===== src/rtl/fifo_rd_packer.sv =====
// Read-domain drain stage for the async byte FIFO: pops show-ahead bytes, packs
// LANES of them into a keep-masked word and presents it on a valid/ready port.
module fifo_rd_packer #(
    parameter int unsigned DATA_W  = 8,
    parameter int unsigned LANES   = 4,
    parameter int unsigned TIMEOUT = 16
) (
    input  logic                    rclk,
    input  logic                    rst,
    input  logic                    empty,
    input  logic [DATA_W-1:0]       rdata,
    output logic                    rinc,
    output logic [DATA_W*LANES-1:0] m_data,
    output logic [LANES-1:0]        m_keep,
    output logic                    m_valid,
    input  logic                    m_ready
);

    localparam int unsigned CNT_W  = $clog2(LANES + 1);
    localparam int unsigned IDLE_W = (TIMEOUT == 0) ? 1 : $clog2(TIMEOUT + 1);
    localparam logic [CNT_W-1:0]  LAST_LANE = CNT_W'(LANES - 1);
    localparam logic [IDLE_W-1:0] IDLE_MAX  = IDLE_W'(TIMEOUT);
    localparam logic              FLUSH_EN  = (TIMEOUT != 0);

    logic [LANES-1:0][DATA_W-1:0] r_lanes;
    logic [CNT_W-1:0]             r_cnt;
    logic [IDLE_W-1:0]            r_idle;
    logic [LANES-1:0][DATA_W-1:0] r_data;
    logic [LANES-1:0]             r_keep;
    logic                         r_valid;

    logic                         w_out_free;
    logic                         w_pop;
    logic                         w_full;
    logic                         w_flush;
    logic [LANES-1:0][DATA_W-1:0] w_full_word;
    logic [LANES-1:0][DATA_W-1:0] w_flush_word;
    logic [LANES-1:0]             w_flush_keep;

    // Pop/transfer decisions; a pop always beats a pending flush.
    always_comb begin
        w_out_free = !r_valid || m_ready;
        w_pop      = !rst && !empty && ((r_cnt < LAST_LANE) || w_out_free);
        w_full     = w_pop && (r_cnt == LAST_LANE);
        w_flush    = FLUSH_EN && !w_pop && (r_cnt != '0) &&
                     (r_idle == IDLE_MAX) && w_out_free;
    end

    // Word images: the full word takes its last lane straight from the FIFO head.
    always_comb begin
        w_full_word            = r_lanes;
        w_full_word[LANES-1]   = rdata;
        w_flush_keep           = '0;
        w_flush_word           = '0;
        for (int unsigned i = 0; i < LANES; i++) begin
            w_flush_keep[i] = (CNT_W'(i) < r_cnt);
            w_flush_word[i] = w_flush_keep[i] ? r_lanes[i] : '0;
        end
    end

    always_ff @(posedge rclk or posedge rst) begin
        if (rst) begin
            r_lanes <= '0;
            r_cnt   <= '0;
            r_idle  <= '0;
            r_data  <= '0;
            r_keep  <= '0;
            r_valid <= 1'b0;
        end else begin
            for (int unsigned i = 0; i < LANES; i++) begin
                if (w_pop && (r_cnt == CNT_W'(i))) begin
                    r_lanes[i] <= rdata;
                end
            end

            if (w_full) begin
                r_data  <= w_full_word;
                r_keep  <= '1;
                r_valid <= 1'b1;
                r_cnt   <= '0;
            end else if (w_flush) begin
                r_data  <= w_flush_word;
                r_keep  <= w_flush_keep;
                r_valid <= 1'b1;
                r_cnt   <= '0;
            end else begin
                if (w_pop) begin
                    r_cnt <= r_cnt + CNT_W'(1);
                end
                if (r_valid && m_ready) begin
                    r_valid <= 1'b0;
                end
            end

            // Idle counts only while a partial word waits with nothing to pop.
            if (w_pop || w_flush) begin
                r_idle <= '0;
            end else if ((r_cnt != '0) && (r_idle != IDLE_MAX)) begin
                r_idle <= r_idle + IDLE_W'(1);
            end
        end
    end

    assign rinc    = w_pop;
    assign m_data  = r_data;
    assign m_keep  = r_keep;
    assign m_valid = r_valid;

endmodule


===== config.mk =====
export PLATFORM = sky130hd
export DESIGN_NAME = fifo_rd_packer
export DESIGN_NICKNAME = d
export VERILOG_FILES = /design/src/rtl/fifo_rd_packer.sv
export SDC_FILE = /design/constraint.sdc
export NUM_CORES = 1
export LEC_CHECK = 0
export BUFFER_PORTS_ARGS = -buffer_cell sky130_fd_sc_hd__buf_2
export CORE_ASPECT_RATIO = 0.7
export CORE_MARGIN = 2
export CORE_UTILIZATION = 45
export DETAILED_ROUTE_END_ITERATION = 7
export PLACE_DENSITY = 0.66
export SLEW_MARGIN = 20
export SYNTH_ARGS = -nofsm -noshare
export SYNTH_HDL_FRONTEND = slang
export SYNTH_SLANG_ARGS = --single-unit

===== constraint.sdc =====
create_clock -name rclk -period 5.02 [get_ports rclk]
set_clock_uncertainty 0.2 [all_clocks]
set_input_delay 0.753 -clock rclk [delete_from_list [all_inputs] [get_ports rclk]]
set_output_delay 0.753 -clock rclk [all_outputs]
set_load 0.05 [all_outputs]

==> flow_results.org <==
** Drt
- Number of routed nets with antenna violations :: 0
- Average routed wire per standard cell :: 17.6 microns
- Starting DRT DRC Count :: 148
- Detailed Routing Iterations Pass 1 :: 4
- After detailed routing, the number of vias per cell comes to 5.48.
- Wires add up to 6940 microns.
- Detailed routing inserted a total of 2166 vias.
- DRC violation count after routing :: 0

** Critical path
- Sequence of cells on the critical path :: inv_1, ha_1, nor2b_1, o32ai_1, buf_4, nand2_2, a221o_1
- Counting both buffers and inverters, the worst setup path holds a total of 2.
- For this design, the slowest cell found on the critical path is sky130_fd_sc_hd__dfrtp_1.
- The worst setup path is launched from a flip-flop.
- Max stage delay on crit path :: 510 ps
- Cell family contributing the most delay on the critical path :: compound AO/OA/AOI/OAI gates
- Critical path depth :: 7
- The worst register-to-register path ends at m_data[30].
- Type of the worst setup path :: flip-flop to flip-flop
- Required time at the worst-slack endpoint :: 5050 ps
- Along the worst path, the maximum fanout reaches 33.
- In this run the register-to-register setup slack is 2250 ps.
- Nature of the critical path endpoint :: flip-flop
- Data arrival at the endpoint of the critical path :: 2800 ps
- Reg-to-reg startpoint :: r_cnt[0]
- Depth of the most critical reg-to-reg path :: 7

** Finish
- The post-route netlist has 32.6% of its cells at a drive strength greater than 1.
- Nets :: 313
- Diode insertion count for antenna repair :: 0
- Counting the fill cells in the layout gives 628.
- The count of cells in the finished layout, fillers not included, comes to 395.
- Area Overhead vs Synth :: 17.9%

** Timing
- For the pin with the worst max-slew slack, the measured transition is 929 ps.
- Setup violations remaining at the end of the flow were counted as 0.
- Slew Limit Fails :: 0
- In the final timing run, aggregate negative setup slack is 0 ps.
- After layout, the worst path uses 55.2% of the clock period.
- Unrepaired setup endpoints after global routing :: false
- Hold violation total from the final report :: 0
- In this run the tightest slew margin relative to its limit is 38.0%.
- Final worst path period need :: 2770 ps
- Timing would allow up to 0.361 GHz.

** GRT
- Global routing usage summed across all routing layers :: 19.7%
- The first global-routing pass estimated 11200 microns of wire.
- Number of antenna violations at the first check in global routing :: 0
- Pin count of the biggest net entering global routing :: 47
- Vias in the first global route :: 2127
- The total overflow left after global routing is 0.

** CTS
- At the later pin of the worst-skew pair, clock insertion delay measures 350 ps.
- No sink is reached through more buffers than the 2 on the longest clock path.
- Clock buffer count from CTS :: 9
- Post_cts resized :: 0
- The clock drives 77 sinks.
- Setup repair bufs after CTS :: 0
- Number of levels in the clock H-tree :: 3
- Register clock-pin slew on the reported worst setup and hold paths :: 80 ps
- In this run, post-CTS hold repair placed 0 buffers.
- In this run the clock root is driven by a sky130_fd_sc_hd__clkbuf_8.
- CTS tree :: done

** Logic synthesis
- Net Count, Synth :: 260
- Summing the sequential cell areas from Yosys gives 60.9% of the chip area.
- Ranking of synthesized cells by instance count :: sky130_fd_sc_hd__dfrtp_1, sky130_fd_sc_hd__mux2_2, sky130_fd_sc_hd__a22o_1, sky130_fd_sc_hd__nor2_1, sky130_fd_sc_hd__nand2_1
- After synthesis the netlist holds a flip-flop and latch count of 77.
- Yosys printed 0 warnings.
- Avg Synthesized Cell Area :: 13.0 sq um
- Post-synthesis instance total :: 243
- Leading area contributor after synthesis :: sky130_fd_sc_hd__dfrtp_1
- Number of distinct library cells after synthesis :: 38
- Yosys mapped a number of flops with a built-in enable equal to 0.
- In this run the biggest area consumer among cell types represents 60.9% of the synthesized area.
- Sorting the synthesized cells by area gives the leading types as sky130_fd_sc_hd__dfrtp_1, sky130_fd_sc_hd__mux2_2, sky130_fd_sc_hd__a22o_1.
- Async set-or-reset flop fraction in the synthesized netlist :: 100%
- The most used flip-flop cell after synthesis is sky130_fd_sc_hd__dfrtp_1.
- sky130_fd_sc_hd__dfrtp_1 is the most common cell in the netlist.
- The synthesized netlist occupies a cell area of 0.00316 sq mm.

** Hold path
- The path class of the tightest hold or removal check is flip-flop to flip-flop.
- Number of cells traversed by the worst hold path :: 1
- In this run the most critical hold path is launched from r_lanes[27].
- The worst hold path terminates at r_lanes[27].

** Outcome
- The flow ran to the end, and the final reports show no timing, DRC or antenna violations.

** Floorplan
- The floorplan step defined a die boundary enclosing 0.00772 sq mm.
- 50 I/O pins were placed.
- Die boundary width :: 104 microns
- The total area inside the core boundary comes to 0.00679 sq mm.
- Initial core utilization :: 46.6%
- Height of the die :: 74.1 microns
- The floorplan has 25 rows.

** Place
- Post-detailed-placement half-perimeter wirelength :: 4740 microns
- Final GP Congestion :: 0.855
- Including well taps, the total number of placed cells is 379.
- Number of buffers added on ports :: 49

** Pwr
- VDD sags by at most 0.437 mV.
- Areal power density over the cells :: 709 mW/mm^2
- In this run the static leakage power is 0.00182 uW.
- Final Power :: 2640 uW

** Flow run
- Across the run, the number of max-cap violations was 0.
-- how the worst max path moves through the flow --
stage,start,end,slack [ps]
2_1_floorplan,rst,m_data[0],2100
4_1_cts,r_cnt[0],m_data[30],1870
3_5_place_dp,rst,m_data[28],1760
5_1_grt,r_cnt[0],m_data[30],2080
3_3_place_gp,rst,m_data[27],1800
6_report,r_cnt[0],m_data[30],2250
-- flip-flops by register name, summed over array words and instances (netlist names) --
| register | flops |
|---|---|
| r_cnt | 3 |
| m_data | 32 |
| r_lanes | 32 |
| r_idle | 5 |
| m_valid | 1 |
| m_keep | 4 |
-- report_power, final --
part           switching [uW]  leakage [uW]  internal [uW]
Clock                     226      0.000112            292
Combinational             703      0.000742            352
Sequential                181      0.000961            889
Total                    1110       0.00182           1530
-- cell type report --
class / count / area (sq um) / share of cell area [%]
Sequential cell: 77 / 1930 / 51.7
Multi-Input combinational cell: 150 / 1170 / 31.5
Timing Repair Buffer: 51 / 260 / 6.98
Clock buffer: 10 / 138 / 3.69
Tap cell: 94 / 118 / 3.15
Clock inverter: 6 / 86.3 / 2.32
Inverter: 7 / 26.3 / 0.705
-- routing by layer --
layer,routed length (microns),track usage [%],vias to the layer above
met4,85,7.66,0
met2,3010,28.1,68
met3,403,6.05,10
li1,-,-,1007
met5,0,0,-
met1,3450,28.5,1081
-- through the flow --
stage | area (sq um) | setup WS, ps | hold WS, ps | util (%)
after global placement | 3500 | 1800 | 259 | 51.6
final | 3730 | 2250 | 283 | 54.9
after floorplan | 3160 | 2100 | 246 | -
after CTS | 3730 | 1870 | 284 | 54.9
after detailed placement | 3500 | 1760 | 266 | 51.6
after global routing | 3730 | 2080 | 299 | 54.9
-- cell families after synthesis --
group,Yosys count,synth area share (%)
AOI/OAI and AO/OA,61,16.1
muxes,25,8.86
and+or+nand+nor,56,9.26
xor gates and xnor gates,3,0.831
DFF,77,60.9
adders and majority gates,5,1.98
buffers and inverters,16,2.02
-- cell usage in the layout (no fill, tap or decap), types with 2 or more instances in the layout --
cell type	synthesis	final
sky130_fd_sc_hd__buf_4	1	2
sky130_fd_sc_hd__clkinv_2	0	2
sky130_fd_sc_hd__a21oi_1	8	8
sky130_fd_sc_hd__a21o_1	8	8
sky130_fd_sc_hd__a221o_1	7	7
sky130_fd_sc_hd__o21ai_0	6	6
sky130_fd_sc_hd__nand2b_1	3	3
sky130_fd_sc_hd__clkbuf_8	0	10
sky130_fd_sc_hd__a22o_1	16	16
sky130_fd_sc_hd__or3_1	2	2
sky130_fd_sc_hd__nor2b_1	2	2
sky130_fd_sc_hd__mux2_2	24	24
sky130_fd_sc_hd__xor2_1	2	2
sky130_fd_sc_hd__nand3_1	8	8
sky130_fd_sc_hd__nand4_1	3	3
sky130_fd_sc_hd__nor2_1	13	13
sky130_fd_sc_hd__a32o_1	8	8
sky130_fd_sc_hd__inv_1	7	6
sky130_fd_sc_hd__bufinv_16	0	2
sky130_fd_sc_hd__dfrtp_1	77	77
sky130_fd_sc_hd__nand2_1	12	11
sky130_fd_sc_hd__ha_1	5	5
sky130_fd_sc_hd__and2_1	7	7
sky130_fd_sc_hd__buf_2	0	49
Note: power is estimated with default switching activity, not from simulation.
